<file path="src/rtl/uart_cmd_parser_mc.sv">
// Frame parser between the UART byte stream and the multi-channel control registers.
// Frames are HEADER, FUNC, CH, payload, CRC-8, FOOTER; good frames strobe cfg_valid, bad ones frame_err.
module uart_cmd_parser_mc #(
  parameter int         NUM_CH      = 4,
  parameter int         PAYLOAD_LEN = 10,
  parameter logic [7:0] HEADER      = 8'h55,
  parameter logic [7:0] FOOTER      = 8'hAA,
  parameter logic [7:0] BCAST_CH    = 8'hFF,
  parameter logic [7:0] CRC_POLY    = 8'h07,
  parameter int         TIMEOUT_CYC = 50000
) (
  input  logic                     sys_clk,
  input  logic                     sys_rst_n,
  input  logic [7:0]               rx_data,
  input  logic                     rx_valid,
  output logic                     cfg_valid,
  output logic [7:0]               cfg_func,
  output logic [7:0]               cfg_ch,
  output logic [PAYLOAD_LEN*8-1:0] cfg_payload,
  output logic [NUM_CH-1:0]        ch_en,
  output logic                     frame_err,
  output logic [2:0]               err_code,
  output logic [15:0]              err_cnt,
  output logic                     busy
);
  localparam int PW = PAYLOAD_LEN * 8;
  localparam int TW = $clog2(TIMEOUT_CYC + 1);
  localparam int IW = (PAYLOAD_LEN > 1) ? $clog2(PAYLOAD_LEN) : 1;
  localparam logic [TW-1:0] TMO_LAST = TW'(TIMEOUT_CYC - 1);
  localparam logic [IW-1:0] IDX_LAST = IW'(PAYLOAD_LEN - 1);

  localparam logic [2:0] E_CRC     = 3'd1;
  localparam logic [2:0] E_FOOTER  = 3'd2;
  localparam logic [2:0] E_CHANNEL = 3'd3;
  localparam logic [2:0] E_FUNC    = 3'd4;
  localparam logic [2:0] E_TIMEOUT = 3'd5;

  typedef enum logic [2:0] {
    S_IDLE, S_FUNC, S_CH, S_PAY, S_CRC, S_FTR, S_COMMIT, S_ERR
  } state_t;

  state_t        state;
  logic [7:0]    crc;
  logic [7:0]    crc_next;
  logic [7:0]    func_r;
  logic [7:0]    ch_r;
  logic [PW-1:0] pay_r;
  logic [IW-1:0] idx;
  logic [TW-1:0] tmo_cnt;
  logic          waiting;
  logic          bad_ch;
  logic          bad_func;
  logic          err_now;
  logic [2:0]    err_val;

  function automatic logic [7:0] crc8_step(input logic [7:0] c_in, input logic [7:0] d);
    logic [7:0] c;
    c = c_in ^ d;
    for (int b = 0; b < 8; b++) begin
      c = c[7] ? ((c << 1) ^ CRC_POLY) : (c << 1);
    end
    return c;
  endfunction

  assign crc_next = crc8_step(crc, rx_data);
  assign waiting  = state inside {S_FUNC, S_CH, S_PAY, S_CRC, S_FTR};
  assign busy     = (state != S_IDLE);
  assign bad_ch   = (ch_r == 8'h00) || ((ch_r > 8'(NUM_CH)) && (ch_r != BCAST_CH));
  assign bad_func = (func_r != 8'h01) && (func_r != 8'h02);

  // Channel and function checks are resolved as the footer arrives so the
  // cfg_valid or frame_err pulse lands in the cycle right after it.
  always_comb begin
    err_now = 1'b0;
    err_val = 3'd0;
    if (waiting && !rx_valid && (tmo_cnt == TMO_LAST)) begin
      err_now = 1'b1;
      err_val = E_TIMEOUT;
    end else if (rx_valid && (state == S_CRC) && (rx_data != crc)) begin
      err_now = 1'b1;
      err_val = E_CRC;
    end else if (rx_valid && (state == S_FTR)) begin
      if (rx_data != FOOTER) begin
        err_now = 1'b1;
        err_val = E_FOOTER;
      end else if (bad_ch) begin
        err_now = 1'b1;
        err_val = E_CHANNEL;
      end else if (bad_func) begin
        err_now = 1'b1;
        err_val = E_FUNC;
      end
    end
  end

  always_ff @(posedge sys_clk) begin
    if (!sys_rst_n) begin
      state       <= S_IDLE;
      crc         <= '0;
      func_r      <= '0;
      ch_r        <= '0;
      pay_r       <= '0;
      idx         <= '0;
      tmo_cnt     <= '0;
      cfg_valid   <= 1'b0;
      cfg_func    <= '0;
      cfg_ch      <= '0;
      cfg_payload <= '0;
      ch_en       <= '0;
      frame_err   <= 1'b0;
      err_code    <= '0;
      err_cnt     <= '0;
    end else begin
      cfg_valid <= 1'b0;
      frame_err <= 1'b0;
      tmo_cnt   <= (waiting && !rx_valid && !err_now) ? tmo_cnt + 1'b1 : '0;
      if (err_now) begin
        frame_err <= 1'b1;
        err_code  <= err_val;
        if (err_cnt != 16'hFFFF) err_cnt <= err_cnt + 16'd1;
        state <= S_ERR;
      end else begin
        case (state)
          // COMMIT and ERR behave like IDLE so a header can follow with no gap.
          S_IDLE, S_COMMIT, S_ERR: begin
            crc   <= '0;
            idx   <= '0;
            state <= (rx_valid && (rx_data == HEADER)) ? S_FUNC : S_IDLE;
          end
          S_FUNC: if (rx_valid) begin
            func_r <= rx_data;
            crc    <= crc_next;
            state  <= S_CH;
          end
          S_CH: if (rx_valid) begin
            ch_r  <= rx_data;
            crc   <= crc_next;
            state <= S_PAY;
          end
          S_PAY: if (rx_valid) begin
            pay_r <= {pay_r[PW-9:0], rx_data};
            crc   <= crc_next;
            if (idx == IDX_LAST) begin
              idx   <= '0;
              state <= S_CRC;
            end else begin
              idx <= idx + 1'b1;
            end
          end
          S_CRC: if (rx_valid) state <= S_FTR;
          S_FTR: if (rx_valid) begin
            state       <= S_COMMIT;
            cfg_valid   <= 1'b1;
            cfg_func    <= func_r;
            cfg_ch      <= ch_r;
            cfg_payload <= pay_r;
            if (func_r == 8'h02) begin
              for (int i = 0; i < NUM_CH; i++) begin
                if ((ch_r == BCAST_CH) || (ch_r == 8'(i + 1))) ch_en[i] <= pay_r[PW-8];
              end
            end
          end
          default: state <= S_IDLE;
        endcase
      end
    end
  end
endmodule

</file>
<file path="config.mk">
export PLATFORM = sky130hd
export DESIGN_NAME = uart_cmd_parser_mc
export DESIGN_NICKNAME = d
export VERILOG_FILES = /design/src/rtl/uart_cmd_parser_mc.sv
export SDC_FILE = /design/constraint.sdc
export NUM_CORES = 1
export LEC_CHECK = 0
export ABC_CLOCK_PERIOD_IN_PS = 3400
export BUFFER_PORTS_ARGS = -buffer_cell sky130_fd_sc_hd__buf_2
export CORE_ASPECT_RATIO = 0.7
export CORE_MARGIN = 2
export CORE_UTILIZATION = 31
export CTS_CLUSTER_DIAMETER = 60
export CTS_CLUSTER_SIZE = 30
export DETAILED_ROUTE_END_ITERATION = 6
export PLACE_DENSITY = 0.57
export SYNTH_ARGS = -nofsm -noshare
export SYNTH_HDL_FRONTEND = slang
export SYNTH_SLANG_ARGS = --single-unit
</file>
<file path="constraint.sdc">
create_clock -name sys_clk -period 3.4 [get_ports sys_clk]
set_input_delay 0.51 -clock sys_clk [delete_from_list [all_inputs] [get_ports sys_clk]]
set_output_delay 0.51 -clock sys_clk [all_outputs]
set_load 0.03 [all_outputs]
</file>
==> out/metrics.yaml, run 1 <==
global_route:
  grt_pass1_vias: 7510
  antenna_found_initial: 0
  grt_busiest_layer: "met1"
  use_met1: 0.236
  grt_pass1_wl_mm: 40.6
  grtUsageTotal: 0.152
  grt_max_degree: 100
  use_met2: 0.220
  grt_overflow: 0
  use_met3: 0.0219
place:
  postPlaceCellArea_um2: 10700
  hpwl_mm: 16.7
  io_buffers: 132
  gp_congestion: 0.833
die:
  fp.dieW_um: 214
  dieHeight_um: 151
  io_pins: 133
  rows: 53
  core_um2: 30200
  die_area_um2: 32400
  initial_core_util: 0.318
timing:
  rsz0062_at_grt: "no"
  fmax_mhz: 366
  finalCritPeriodShare: 0.803
  slew_violations: 0
  fin_worst_skew_ps: 26.8
  slew_headroom: 0.326
  setup_violations: 0
  hold_violations: 0
  worstMarginPinSlew_ps: 1010
  fin_crit_ps: 2730
  tns_ps: 0
synthesis:
  synth_common_cells: "nand2_1, dfxtp_1, a21oi_1, clkbuf_1, nor2_1"
  synthTopCellsByArea: "dfxtp_1, nand2_1, a21oi_1"
  yosys.area.top_type: "dfxtp_1"
  syn_inst: 1186
  syn_nets: 1204
  synth_area_um2: 9600
  synth-seq-cells: 248
  ys_warn_count: 0
  synth_most_common_cell: "nand2_1"
  synth.avg_cell_area_um2: 8.10
  synth_cell_types: 53
  synthArstFlopShare: 0
  synth_edf_count: 0
  synth_top_area_share: 0.517
  synth_flop_cell: "dfxtp_1"
  yosysSeqAreaShare: 0.517
clock_network:
  cts.sinks: 248
  htreeDepth: 1
  cts.clk_slew.worst_paths_ps: 110
  cts_made_buffers: 19
  root_buffer: "clkbuf_16"
  cts_setup_buffers: 0
  clk_latency_ps: 510
  clock_path_buffers: 3
  holdBufCountCts: 0
  cts-resized-gates: 0
  cts_tree: "yes"
layout:
  layout-drive-gt1-share: 0.150
  fill_cells: 3246
  final_area_um2: 11400
  multi_input_area_um2: 4300
  nets: 1295
  area_growth_pct: 18.3
  seqCellArea_um2: 4960
  n_antenna_cell: 0
pwr:
  pwr_density_cell_nw_per_um2: 488
  clock_power_share: 0.452
  p_seq_frac: 0.524
  p_comb_frac: 0.024
  ir_drop_uv: 281
  swShare: 0.257
  p_leak_nw: 4.15
  p_int_mw: 4.12
  p_switching_mw: 1.42
drt:
  num_vias: 8117
  drtAntennaViolNets: 0
  drtIter0Drc: 512
  postRouteWirelength_mm: 25.2
  wire_per_inst_um: 14.8
  drcViolationCount: 0
  drtPass1Iterations: 4
  via_per_inst: 4.77
critical_path:
  worstPathMaxFanout: 30
  start_kind: "register"
  cp.arrival_ps: 3170
  critPathCaptureType: "register"
  worstPathRequired_ps: 3840
  crit_type: "reg -> reg"
status:
  run_status: "finished clean"
job:
  drv_cap: 0
hold_path:
  worstHoldPathType: "in -> reg"
power by group through the flow:
stage	Clock [mW]	Combinational [mW]	Sequential (mW)
global route	2.70	0.142	2.91
detailed placement	0	0.130	2.97
CTS	2.60	0.131	2.91
global placement	0	0.129	2.97
finish	2.51	0.130	2.91
floorplan	0	0.0903	2.97
path summary, 6_finish.rpt:
kind                            slack [ps]              end  cells past startpoint       startpoint
worst min register to register         450  cfg_payload[78]                      2  cfg_payload[78]
worst min-delay path                   280         pay_r[5]                      3       rx_data[5]
worst max register to register         670       err_cnt[5]                      7         state[2]
worst max-delay path                   670       err_cnt[5]                      7         state[2]
state kept, by name, summed over array words and instances, names as in the netlist:
register / flops
idx: 4
state: 3
func_r: 8
cfg_payload: 80
cfg_ch: 8
cfg_func: 8
pay_r: 80
err_code: 3
tmo_cnt: 16
ch_en: 4
frame_err: 1
crc: 8
err_cnt: 16
ch_r: 8
cfg_valid: 1
layout make-up:
class,instances,area share
flip-flops and latches,248,0.437
inverters,8,0.00308
clock inverters,14,0.0207
well taps,412,0.0454
clock buffers,19,0.0418
multi-input cells,851,0.378
repair buffers,149,0.0738
critical path: stages (launching register included):
cell	delay [ps]
dfxtp_1	680
or4bb_1	440
a31oi_1	280
a311oi_1	160
o31a_2	230
buf_12	180
or4_1	510
a21oi_1	160
kinds of logic (layout without fill, tap and decap cells):
kind of cell | count (synthesis) | in the layout | synth area share
AND/OR/NAND/NOR | 540 | 540 | 0.243
AO/OA/AOI/OAI | 250 | 250 | 0.140
flip-flops | 248 | 248 | 0.517
buffers and inverters | 87 | 190 | 0.0375
XOR/XNOR | 34 | 34 | 0.0324
multiplexers | 20 | 20 | 0.0210
adder cells (fa/ha/maj) | 7 | 7 | 0.00912
cell usage in the layout, fill, tap and decap left out, drive strengths merged, types with 2 or more instances in the layout:
master	synthesis	final
and4	3	3
mux2i	19	19
ha	7	7
inv	8	18
or3b	2	2
nor2b	2	2
dfxtp	248	248
xnor2	21	21
a31oi	5	5
nand4b	2	2
nor3	15	15
and2	2	2
or3	9	9
o211a	3	3
o21ai	15	15
nand3	14	14
nand4	10	10
a21oi	202	202
a21o	4	4
o31ai	6	6
clkbuf	61	19
nor2	46	46
or4bb	3	3
o211ai	4	4
or4	5	5
clkinv	0	4
a22oi	3	3
o2111ai	2	2
or4b	2	2
nand2	390	390
xor2	12	12
nor4	7	7
nand2b	8	8
buf	18	149
and3	16	16
metal layers:
| metal | routed length [µm] | vias up | share of wire |
|---|---|---|---|
| li1 | - | 4151 | - |
| met1 | 13400 | 3775 | 0.53 |
| met2 | 10300 | 170 | 0.41 |
| met3 | 1150 | 21 | 0.046 |
| met4 | 322 | 0 | 0.013 |
| met5 | 0 | - | 0 |
through the flow:
| stage | std cells | utilization | power, mW | setup slack, ps | hold WS, ps |
|---|---|---|---|---|---|
| 6_report | 1701 | 0.376 | 5.54 | 671 | 280 |
| 2_1_floorplan | 1186 | - | 3.06 | 800 | 418 |
| 4_1_cts | 1701 | 0.376 | 5.64 | 707 | 260 |
| 3_5_place_dp | 1668 | 0.352 | 3.10 | 368 | 441 |
| 3_3_place_gp | 1668 | 0.352 | 3.10 | 444 | 431 |
| 5_1_grt | 1701 | 0.376 | 5.75 | 496 | 270 |
Note: power is estimated with default switching activity, not from simulation.
==> run 2: changes to the inputs <==
ABC_CLOCK_PERIOD_IN_PS = 2600   (was 3400)
clock period = 2.6 ns   (was 3.4 ns; I/O delays follow)
==> out/metrics.yaml, run 2 (synthesis results as in run 1) <==
layout:
  fill_cells: 3219
  layout_common_cells: "nand2_1, dfxtp_1, a21oi_1"
  largestRegisters: "cfg_payload (80), pay_r (80)"
  layout-drive-gt1-share: 0.170
  mostFrequentLayoutCell: "nand2_1"
  n_antenna_cell: 0
  utilization: 0.388
  nets: 1326
  area_growth_pct: 22.3
  stdcell_count: 1733
hold_path:
  worstHoldPathType: "in -> reg"
timing:
  fin_crit_ps: 2490
  fin_worst_skew_ps: 37.3
  worstMarginPinSlew_ps: 770
  fmax_mhz: 402
  setup_violations: 0
  slew_violations: 0
  finalCritPeriodShare: 0.958
  rsz0062_at_grt: "yes"
  slew_headroom: 0.486
  hold_violations: 0
clock_network:
  cts.sinks: 248
  cts_setup_buffers: 0
  clk_latency_ps: 530
  htreeDepth: 1
  clock_path_buffers: 3
  cts_made_buffers: 20
  cts.clk_slew.worst_paths_ps: 100
  cts_tree: "yes"
  root_buffer: "clkbuf_16"
place:
  hpwl_mm: 17.1
  io_buffers: 132
  gp_congestion: 0.807
  placed_cells_incl_taps: 1698
critical_path:
  regToRegSetupSlack_ps: 110
  critical-path-max-stage-delay_ps: 380
  worstPathMaxFanout: 96
  cp.arrival_ps: 2850
  crit_type: "reg -> reg"
  cp-endpoint: "cfg_payload[72]"
  cpMaxStageDelayCell: "a311oi_1"
  r2r-end: "cfg_payload[72]"
  start_kind: "register"
  r2r_start: "crc[2]"
  worstPathRequired_ps: 2960
  path_cells: "xnor2_1, ha_1, and3_1, a31oi_1, a311oi_1, buf_4, o211ai_1, clkbuf_16, nand2_1, a21oi_1"
  rr_worst_depth: 10
  crit_path_start: "crc[2]"
  critPathCaptureType: "register"
drt:
  drcViolationCount: 0
  postRouteWirelength_mm: 25.1
  drtAntennaViolNets: 0
  wire_per_inst_um: 14.5
  via_per_inst: 4.72
  num_vias: 8179
  drtPass1Iterations: 4
  drtIter0Drc: 554
pwr:
  p_seq_frac: 0.515
  clock_power_share: 0.459
  p_comb_frac: 0.026
  p_switching_mw: 1.72
  p_leak_nw: 4.36
  swShare: 0.233
  p_int_mw: 5.66
  ir_drop_uv: 352
  pwr_density_cell_nw_per_um2: 628
job:
  drv_cap: 0
global_route:
  grt_pass1_vias: 7573
  grt_overflow: 0
  antenna_found_initial: 0
  use_met2: 0.224
  use_met1: 0.232
  grtUsageTotal: 0.153
  grt_max_degree: 97
  grt_pass1_wl_mm: 40.4
  use_met3: 0.0287
  grt_busiest_layer: "met1"
die:
  rows: 53
  io_pins: 133
  fp.dieW_um: 214
  die_area_um2: 32400
  initial_core_util: 0.318
  dieHeight_um: 151
  core_um2: 30200
status:
  run_status: "finished clean"
## run 2: final cells by class
class / instances / area [µm²] / share of cell area
Sequential cell: 248 / 4960 / 0.423
Multi-Input combinational cell: 851 / 4320 / 0.368
Inverter: 8 / 35.0 / 0.00298
Clock buffer: 24 / 547 / 0.0466
Timing Repair Buffer: 179 / 1170 / 0.0995
Clock inverter: 11 / 191 / 0.0163
Tap cell: 412 / 515 / 0.0439
## run 2: power by group through the flow
stage          clock network [mW]  logic [mW]  registers (mW)
3_3_place_gp                    0       0.194            3.89
3_5_place_dp                    0       0.195            3.89
4_1_cts                      3.49       0.196            3.80
6_report                     3.39       0.195            3.80
5_1_grt                      3.67       0.215            3.80
2_1_floorplan                   0       0.118            3.89
## run 2: what timing repair did
action                     4_1_cts  5_1_grt
hold buffers                     0        0
hold endpoints to repair         0        0
resized for setup                0        5
setup endpoints to repair        0       67
## run 2: routing by layer
metal  up-vias  part of all wire
met1      3806              0.54
met5         -                 0
li1       4205                 -
met3        28             0.042
met2       140              0.41
met4         0             0.013
## run 2: worst max-delay path: cells and delay by family, from the launching register on
family          cells  cell delay (ps)
compound gates      4              690
xor+xnor            1              240
fa+ha+maj           1              190
buf+inv             2              460
flops               1              340
simple gates        2              310
## run 2: worst min path at each step
stage / from / endpoint / slack [ps] / cells past startpoint
after CTS: rx_data[7] / pay_r[7] / 250 / 4
after global routing: rx_data[5] / func_r[5] / 260 / 4
after global placement: tmo_cnt[0] / tmo_cnt[0] / 430 / 1
after floorplan: tmo_cnt[0] / tmo_cnt[0] / 420 / 1
final: rx_data[7] / pay_r[7] / 270 / 4
after detailed placement: cfg_payload[8] / cfg_payload[8] / 440 / 2
## run 2: per-stage QoR
step / TNS [ps] / worst slack (ps) / instance area (µm²) / power (mW) / hold slack (ps)
global placement: 0 / 81.8 / 11000 / 4.08 / 431
CTS: 0 / 146 / 11700 / 7.49 / 246
floorplan: 0 / 120 / 9600 / 4.00 / 418
global route: -40.9 / -17.3 / 11700 / 7.68 / 261
finish: 0 / 110 / 11700 / 7.38 / 268
detailed placement: 0 / 38.9 / 11000 / 4.08 / 441
==> run 3: changes to the inputs <==
BUFFER_PORTS_ARGS = -buffer_cell sky130_fd_sc_hd__clkbuf_2   (was -buffer_cell sky130_fd_sc_hd__buf_2)
SKIP_CTS_REPAIR_TIMING = 1   (was unset)
==> out/metrics.yaml, run 3 (synthesis results as in run 1) <==
drt:
  postRouteWirelength_mm: 26.1
  drtIter0Drc: 578
  via_per_inst: 4.76
  drtAntennaViolNets: 0
  drcViolationCount: 0
  drtPass1Iterations: 5
  wire_per_inst_um: 15.1
  num_vias: 8234
timing:
  slew_headroom: 0.702
  finalCritPeriodShare: 0.947
  hold_violations: 0
  setup_violations: 0
  worst_slack_ps: 139
  rsz0062_at_grt: "no"
  fmax_mhz: 406
  fin_worst_skew_ps: 45.5
  fin_crit_ps: 2460
  tns_ps: 0
  worstMarginPinSlew_ps: 447
  slew_violations: 0
layout:
  layout_common_cells: "nand2_1, dfxtp_1, a21oi_1"
  nets: 1325
  stdcell_count: 1731
  fill_cells: 3195
  layout-drive-gt1-share: 0.170
  n_antenna_cell: 0
  largestRegisters: "cfg_payload (80), pay_r (80)"
  area_growth_pct: 21.6
  multi_input_area_um2: 4320
  seqCellArea_um2: 4960
  mostFrequentLayoutCell: "nand2_1"
pwr:
  totalPowerFinal_mw: 7.27
  pwr_density_cell_nw_per_um2: 623
  p_leak_nw: 4.24
  ir_drop_uv: 357
die:
  core_um2: 30200
  rows: 53
  io_pins: 133
  fp.dieW_um: 214
  dieHeight_um: 151
  initial_core_util: 0.318
  die_area_um2: 32400
critical_path:
  crit_type: "reg -> reg"
  critPathCaptureType: "register"
  cp.depth: 10
  crit_path_start: "crc[4]"
  r2r-end: "cfg_func[3]"
  path_buf_inv: 3
  rr_worst_depth: 10
  worstPathRequired_ps: 3000
  cp-endpoint: "cfg_func[3]"
  cpMaxStageDelayCell: "dfxtp_1"
  worstPathMaxFanout: 48
  critPathTopFamily: "compound AO/OA/AOI/OAI gates"
  critical-path-max-stage-delay_ps: 430
  regToRegSetupSlack_ps: 140
  start_kind: "register"
  cp.arrival_ps: 2860
  path_cells: "xnor2_2, ha_1, and3_1, a31oi_1, a311oi_1, buf_4, o211ai_1, buf_4, buf_12, and3_1"
  r2r_start: "crc[4]"
hold_path:
  worstHoldPathType: "in -> reg"
global_route:
  antenna_found_initial: 0
  grtUsageTotal: 0.153
  grt_pass1_wl_mm: 40.7
  grt_overflow: 0
  grt_pass1_vias: 7612
  grt_max_degree: 97
place:
  hpwl_mm: 17.1
  io_buffers: 132
  placed_cells_incl_taps: 1695
  gp_congestion: 0.825
  dp_slack_ps: 28.3
clock_network:
  clock_path_buffers: 3
  cts_tree: "yes"
  htreeDepth: 1
  clk_latency_ps: 530
  cts.sinks: 248
  cts.clk_slew.worst_paths_ps: 110
  cts_made_buffers: 18
  root_buffer: "clkbuf_16"
status:
  run_status: "finished clean"
job:
  drv_cap: 0
run 3: worst min-delay path by stage:
stage                     startpoint    endpoint  slack [ps]  cells after the start
after floorplan           tmo_cnt[0]  tmo_cnt[0]         420                      1
after global placement    tmo_cnt[0]  tmo_cnt[0]         430                      1
after detailed placement  tmo_cnt[0]  tmo_cnt[0]         440                      1
after CTS                 rx_data[0]    pay_r[0]         140                      3
after global routing      rx_data[0]    pay_r[0]         160                      3
final                     rx_data[0]    pay_r[0]         170                      3
run 3: routing by layer:
metal	vias up	GRT usage	wire (µm)
li1	4200	-	-
met1	3847	0.235	13900
met2	162	0.223	10700
met3	25	0.0205	1010
met4	0	0.0372	520
met5	-	0	0
run 3: worst min-delay path, delay by kind of cell:
kind / cells / cell delay (ps)
AO/OA/AOI/OAI: 1 / 60
buffers and inverters: 1 / 130
AND/OR/NAND/NOR: 1 / 70
run 3: per-stage QoR:
stage,util,area [µm²],hold WS [ps]
floorplan,-,9600,418
global placement,0.361,10900,431
detailed placement,0.361,10900,443
CTS,0.384,11600,144
global route,0.386,11700,162
finish,0.386,11700,165
run 3: final cells by class:
type / count / area share
flip-flops and latches: 248 / 0.425
repair buffers: 180 / 0.0978
clock inverters: 11 / 0.0178
well taps: 412 / 0.0441
multi-input cells: 851 / 0.370
inverters: 8 / 0.00300
clock buffers: 21 / 0.0422
run 3: where the power goes:
group / total [mW] / internal (mW) / switching [mW]
combinational: 0.194 / 0.0685 / 0.125
sequential: 3.80 / 3.80 / 0.00161
clock: 3.28 / 1.68 / 1.60
total: 7.27 / 5.54 / 1.73
